<file path="config.mk">
export PLATFORM = sky130hd
export DESIGN_NAME = regfile_port_arbiter
export DESIGN_NICKNAME = d
export VERILOG_FILES = /design/src/rtl/regfile_pkg.sv /design/src/rtl/rr_arbiter2.sv /design/src/rtl/regfile_port_arbiter.sv
export SDC_FILE = /design/constraint.sdc
export NUM_CORES = 1
export LEC_CHECK = 0
export CAP_MARGIN = 10
export CORE_AREA = 2 2 261 263
export CTS_BUF_LIST = sky130_fd_sc_hd__clkbuf_8
export CTS_CLUSTER_SIZE = 16
export DETAILED_ROUTE_END_ITERATION = 12
export DIE_AREA = 0 0 263 265
export MAX_ROUTING_LAYER = met4
export PLACE_DENSITY = 0.46
export SYNTH_ARGS = -nofsm -noshare
export SYNTH_HDL_FRONTEND = slang
export SYNTH_SLANG_ARGS = --single-unit
</file>
<file path="constraint.sdc">
create_clock -name Clk -period 3.9 [get_ports Clk]
set_input_delay 0.39 -clock Clk [delete_from_list [all_inputs] [get_ports Clk]]
set_output_delay 0.39 -clock Clk [all_outputs]
set_load 0.05 [all_outputs]
</file>
<file path="src/rtl/regfile_pkg.sv">
// Shared constants, FSM state type and address legality helper for the
// register-file port arbiter and its sub-blocks.
package regfile_pkg;

  localparam int ADDR_W = 9;
  localparam int DATA_W = 64;
  localparam int DEPTH  = 64;

  typedef enum logic [1:0] {
    IDLE,
    ISSUE,
    RESP
  } state_t;

  function automatic logic addr_ok(input logic [ADDR_W-1:0] addr);
    return addr < ADDR_W'(DEPTH);
  endfunction

endpackage

</file>
<file path="src/rtl/rr_arbiter2.sv">
// Two-input round-robin arbiter: the pointer names the port that wins a tie
// and is moved past the last winner when update is pulsed.
module rr_arbiter2 (
  input  logic       Clk,
  input  logic       Rst,
  input  logic [1:0] req,
  input  logic       enable,
  input  logic       update,
  input  logic       update_port,
  output logic [1:0] grant
);

  logic ptr;

  always_ff @(posedge Clk) begin
    if (Rst) begin
      ptr <= 1'b0;
    end else if (update) begin
      ptr <= ~update_port;
    end
  end

  always_comb begin
    grant = 2'b00;
    if (enable && !Rst) begin
      if (req == 2'b11) begin
        grant[ptr] = 1'b1;
      end else begin
        grant = req;
      end
    end
  end

endmodule

</file>
<file path="src/rtl/regfile_port_arbiter.sv">
// Shares a 2-read/1-write register file between two requesters; each request
// is an atomic read-read-(write) transaction answered on a valid/ready channel.
module regfile_port_arbiter
  import regfile_pkg::*;
(
  input  logic              Clk,
  input  logic              Rst,
  input  logic              req0_valid,
  output logic              req0_ready,
  input  logic              req0_we,
  input  logic [ADDR_W-1:0] req0_raddr1,
  input  logic [ADDR_W-1:0] req0_raddr2,
  input  logic [ADDR_W-1:0] req0_waddr,
  input  logic [DATA_W-1:0] req0_wdata,
  input  logic              req1_valid,
  output logic              req1_ready,
  input  logic              req1_we,
  input  logic [ADDR_W-1:0] req1_raddr1,
  input  logic [ADDR_W-1:0] req1_raddr2,
  input  logic [ADDR_W-1:0] req1_waddr,
  input  logic [DATA_W-1:0] req1_wdata,
  output logic              rsp0_valid,
  input  logic              rsp0_ready,
  output logic [DATA_W-1:0] rsp0_data1,
  output logic [DATA_W-1:0] rsp0_data2,
  output logic              rsp0_err,
  output logic              rsp1_valid,
  input  logic              rsp1_ready,
  output logic [DATA_W-1:0] rsp1_data1,
  output logic [DATA_W-1:0] rsp1_data2,
  output logic              rsp1_err,
  output logic [ADDR_W-1:0] rf_read_reg1,
  output logic [ADDR_W-1:0] rf_read_reg2,
  output logic [ADDR_W-1:0] rf_write_reg,
  output logic [DATA_W-1:0] rf_write_data,
  output logic              rf_reg_write,
  output logic              rf_en,
  input  logic [DATA_W-1:0] rf_read_data1,
  input  logic [DATA_W-1:0] rf_read_data2
);

  state_t            state, state_next;
  logic [1:0]        grant;
  logic              held_we;
  logic              held_port;
  logic [ADDR_W-1:0] held_raddr1, held_raddr2, held_waddr;
  logic [DATA_W-1:0] held_wdata;
  logic              resp_active;
  logic              held_err;
  logic [DATA_W-1:0] resp_data1, resp_data2;
  logic              owner_ready;

  rr_arbiter2 u_arb (
    .Clk         (Clk),
    .Rst         (Rst),
    .req         ({req1_valid, req0_valid}),
    .enable      (state == IDLE),
    .update      (state == ISSUE),
    .update_port (held_port),
    .grant       (grant)
  );

  assign req0_ready = grant[0];
  assign req1_ready = grant[1];

  always_ff @(posedge Clk) begin
    if (Rst) begin
      state       <= IDLE;
      held_we     <= 1'b0;
      held_port   <= 1'b0;
      held_raddr1 <= '0;
      held_raddr2 <= '0;
      held_waddr  <= '0;
      held_wdata  <= '0;
    end else begin
      state <= state_next;
      if (state == IDLE && grant != 2'b00) begin
        held_port   <= grant[1];
        held_we     <= grant[1] ? req1_we     : req0_we;
        held_raddr1 <= grant[1] ? req1_raddr1 : req0_raddr1;
        held_raddr2 <= grant[1] ? req1_raddr2 : req0_raddr2;
        held_waddr  <= grant[1] ? req1_waddr  : req0_waddr;
        held_wdata  <= grant[1] ? req1_wdata  : req0_wdata;
      end
    end
  end

  assign owner_ready = held_port ? rsp1_ready : rsp0_ready;

  always_comb begin
    state_next = state;
    case (state)
      IDLE:    if (grant != 2'b00) state_next = ISSUE;
      ISSUE:   state_next = RESP;
      RESP:    if (owner_ready) state_next = IDLE;
      default: state_next = IDLE;
    endcase
  end

  // Held addresses stay on the file through RESP so its registered read data remains stable.
  assign rf_read_reg1  = held_raddr1;
  assign rf_read_reg2  = held_raddr2;
  assign rf_write_reg  = held_waddr;
  assign rf_write_data = held_wdata;
  assign rf_en         = (state == ISSUE) && !Rst;
  assign rf_reg_write  = rf_en && held_we && addr_ok(held_waddr);

  assign resp_active = (state == RESP) && !Rst;
  assign held_err    = !addr_ok(held_raddr1) || !addr_ok(held_raddr2) ||
                       (held_we && !addr_ok(held_waddr));
  assign resp_data1  = (resp_active && addr_ok(held_raddr1)) ? rf_read_data1 : '0;
  assign resp_data2  = (resp_active && addr_ok(held_raddr2)) ? rf_read_data2 : '0;

  assign rsp0_valid = resp_active && !held_port;
  assign rsp1_valid = resp_active && held_port;
  assign rsp0_data1 = rsp0_valid ? resp_data1 : '0;
  assign rsp0_data2 = rsp0_valid ? resp_data2 : '0;
  assign rsp1_data1 = rsp1_valid ? resp_data1 : '0;
  assign rsp1_data2 = rsp1_valid ? resp_data2 : '0;
  assign rsp0_err   = rsp0_valid && held_err;
  assign rsp1_err   = rsp1_valid && held_err;

endmodule

</file>
# Word level (Yosys, flattened, before mapping)
# Cells that the tools add are included.
# Widths: inputs -> output; s select.
# word_totals
wordCells,62
out_inout_bits,355
inputBits,318
reg_bits,96
# op_classes
n_reduce_logical,24
bitwise_logic,1
n_eq_ne,5
n_lt_le_gt_ge,5
n_mux,19
# ops
operator,n
$mux 64,7
$lt 9x7->1 const B,3
$mux 9,3
$logic_and 1x1->1,14
$mux 2,4
$pmux 2 s3,1
$logic_not 1->1,5
$eq 2x2->1 const B,2
$ne 2x2->1 const B,2
$mux 1,3
$eq 2x1->1 const B,1
$logic_not 2->1,1
$logic_or 1x1->1,2
$lt 1x2->1 const B,1
$reduce_and 2->1,1
$reduce_bool 2->1,1
$demux 1 s1,1
$ge 1x1->1 const B,1
$not 1->1,1

# Longest topological paths before layout
# logic_depth
depth_word,9
ltp_mapped,8
mapped_depth_nobuf,4

# Hierarchy
# A second synthesis with hierarchy kept.
# unflattened
cells_unflattened,742
area_unflattened_um2,6267.3
# modules_own_cells
module,cells_per_inst,area_each_um2,instances,seq_area_each_um2
regfile_port_arbiter,734,6202.2,1,1901.8
rr_arbiter2,8,65.1,1,20.0

# Worst setup path before layout
# No wires, ideal clock.
# synth_timing
path_kind,input-to-output
start,input Rst
end,output rf_reg_write
n_path_buf,1
cell_stages,4
t_arrival_ns,3.344
required_time_ns,3.510
setup_slack_ns,0.166
cell_sequence,buf_2 nor3b_1 nand2_1 nor4_1
# synth_via
elab_chain_cells,4
# synth_rtl
item,line_no,text
start: declaration,regfile_port_arbiter.sv:7,"input logic Rst,"
$logic_not 1->1,regfile_port_arbiter.sv:105,assign rf_en = (state == ISSUE) && !Rst;
$logic_and 1x1->1,regfile_port_arbiter.sv:105,
named net rf_en,regfile_port_arbiter.sv:37,"output logic rf_en,"
$logic_and 1x1->1 (2 in series),regfile_port_arbiter.sv:106,assign rf_reg_write = rf_en && held_we && addr_ok(held_waddr);
end: declaration,regfile_port_arbiter.sv:36,"output logic rf_reg_write,"
# The timed path passes the listed nets, and every way through them passes these cells.

# Worst setup path after layout
# layout_timing
start,register state[1]
end,output rsp0_data1[56]
# layout_via
elab_chain_cells,5
elab_cells_between_ends,6
classes_between,eq/ne (1); mux (2); reduce/logical (3)
# layout_rtl
item,line_no,text
start: declaration,regfile_port_arbiter.sv:42,"state_t state, state_next;"
start signal: assignment,regfile_port_arbiter.sv:76,state <= state_next;
$eq 2x2->1 (*),regfile_port_arbiter.sv:108,assign resp_active = (state == RESP) && !Rst;
$logic_and 1x1->1 (*),regfile_port_arbiter.sv:108,
$logic_and 1x1->1,regfile_port_arbiter.sv:111,assign resp_data1 = (resp_active && addr_ok(held_raddr1)) ? rf_read_data1 : '0;
$mux 64,regfile_port_arbiter.sv:111,
$mux 64 (*),regfile_port_arbiter.sv:116,assign rsp0_data1 = rsp0_valid ? resp_data1 : '0;
end: declaration,regfile_port_arbiter.sv:24,"output logic [DATA_W-1:0] rsp0_data1,"
# Mark *: on every way between the ends. The rest lies on a longest branch, timed or not.

==> run summary <==
Die area = 0.0697 mm²
Final Hold Fails = 0
# IOs = 673
Yosys cell types = 30
Crit Path Max Fanout = 64
Fin crit period = 3.39 ns
Grt ovf = 0
Core area = 0.0668 mm²
Crit path launch type = register
Net Count, Synth = 1137
Number of remaining DRC errors = 0
Internal power = 2.10 mW
Most common cell after layout, fill and taps aside = clkdlybuf4s50_1
Clk pin slew, worst setup/hold paths = 0.12 ns
Synth-to-Final Area Change = 135%
Final WL = 53.5 mm
YS warnings = 0
Register area share after synthesis = 30.6%
CTS tree = done
Slew @ Worst Pin = 0.954 ns
Drt pass-1 iters = 4
Via count = 9111
# hold bufs at CTS = 0
Hold WC Path Type = register to register
CP required = 3.51 ns
Filler cells = 7302
Die height = 265 µm
Min Hold Slack = 0.496 ns
H-tree levels = 3
Initial antenna violation count = 16
Final period utilization = 87.0%
Max-slew violations = 0
FMAX = 0.295 GHz
Setup ws final = 0.507 ns
Pwr dens = 244 mW/mm²
Post-synthesis register bit count = 96
Root Buffer = clkbuf_8
Total CTS buffers = 9
Clock power share = 24.6%
Cell Rows = 95
Post-Route Utilization = 22.1%
Fin nets = 1735
Post-CTS sizing = 0
Max-cap viol count = 0
Worst skew pair latency = 0.44 ns
Slew headroom = 36.4%
Crit path arrival time = 3.00 ns
Initial Utilization = 9.40%
Tot Pwr = 3.59 mW
DRT antenna net count = 0
Wire per inst = 23.2 µm
Avg Inst Size Synth = 7.66 µm²
Vias in the first global route = 9108
GP Congestion = 0.848
Avg Vias per Cell = 3.95
Clock sinks = 96
Largest net degree at the start of global routing = 115
Final Setup Violations = 0
Sw Share = 41.5%
Mapped Cells = 819
Clock skew = 0.0141 ns
Postcts setup bufs = 0
GRT Util Overall = 15.1%
Portion of total power attributed to sequential cells = 31.8%
Share of cells above drive strength 1 = 18.4%
PortBufs = 672
Die W = 263 µm
Leak = 5.52 nW
Commonest cells after routing, fill and taps aside = clkdlybuf4s50_1, and2_1, buf_4
Worst slack, placed = 0.529 ns
DP Wirelength = 41.5 mm
Comb pwr share = 43.7%
Max reg flops = 64
Crit Path Class = register to output port
Psw = 1.49 mW
Clk buf depth = 2
Worst Setup End Kind = output port
RSZ-0062 raised after global routing = no
Setup tns final = 0 ns
Violation count after the first detailed-route iteration = 380
First-pass GRT wire length = 72.4 mm
Status = finished clean
Max VDD drop = 0.129 mV
Synth Cell Area = 0.00628 mm²
-- cells in the mapped netlist (all sizes together) --
cell     count  share of area (%)
inv          4               0.24
a21boi       1               0.12
clkbuf      90                5.4
nand2        2               0.12
nor3         2               0.16
nor3b        1               0.12
a21bo        1               0.16
mux2i        1               0.16
a211oi       1               0.12
nand3       71                5.7
o21ai       72                5.7
or3          4               0.40
nand4bb      1               0.18
nor2b        3               0.30
a31oi       71                7.1
clkinv       1              0.080
o41ai       71                9.9
nor2        11               0.74
a21oi        1              0.080
and2       256                 26
o31a         2               0.28
nor4         1               0.10
buf         12                1.2
or4b         1               0.16
dfxtp       96                 31
a221o       21                3.3
and3        21                2.1
-- cell families after synthesis --
family / Yosys count / synth area share, %
muxes: 1 / 0.159
DFF: 96 / 30.6
and+or+nand+nor: 374 / 35.5
buffers and inverters: 107 / 6.86
AOI/OAI and AO/OA: 241 / 26.8
-- stage by stage --
step | cells | cell area [µm²]
global placement | 2279 | 14500
floorplan | 819 | 6280
finish | 2304 | 14700
detailed placement | 2279 | 14500
global route | 2301 | 14700
CTS | 2295 | 14700
-- layout make-up --
type	instances	area [µm²]	area share, %
repair buffers	689	7450	50.6
multi-input cells	616	3980	27.0
flip-flops and latches	96	1920	13.0
well taps	873	1090	7.41
clock buffers	10	138	0.934
clock inverters	6	98.8	0.671
diodes	9	22.5	0.153
inverters	5	20.0	0.136
-- per-layer routing --
layer	up-vias	wire length (µm)	track usage [%]
met5	-	0	-
met4	0	1630	4.88
met3	63	3940	4.57
met2	473	26700	25.7
met1	4376	21200	16.8
li1	4199	-	-
-- worst paths after layout --
check | start | end | slack [ns] | cells after the start
max | state[1] | rsp0_data1[56] | 0.51 | 5
min | rf_write_data[12] | rf_write_data[12] | 0.50 | 2
max reg2reg | state[1] | rf_read_reg2[6] | 1.62 | 4
min reg2reg | rf_write_data[12] | rf_write_data[12] | 0.50 | 2
-- worst max-delay path, stage by stage (launching register included) --
cell             delay, ns
dfxtp_1               0.49
or4b_1                0.67
nor2_4                0.17
buf_12                0.21
and2_1                0.16
clkdlybuf4s50_1       0.80
-- power by group through the flow --
stage	clock network [mW]	logic (mW)	registers [mW]
after global placement	0	1.57	1.16
after CTS	0.946	1.58	1.14
after floorplan	0	0.458	1.45
final	0.882	1.57	1.14
after detailed placement	0	1.58	1.16
after global routing	0.970	1.65	1.15
Power figures use the tool's default switching activity.
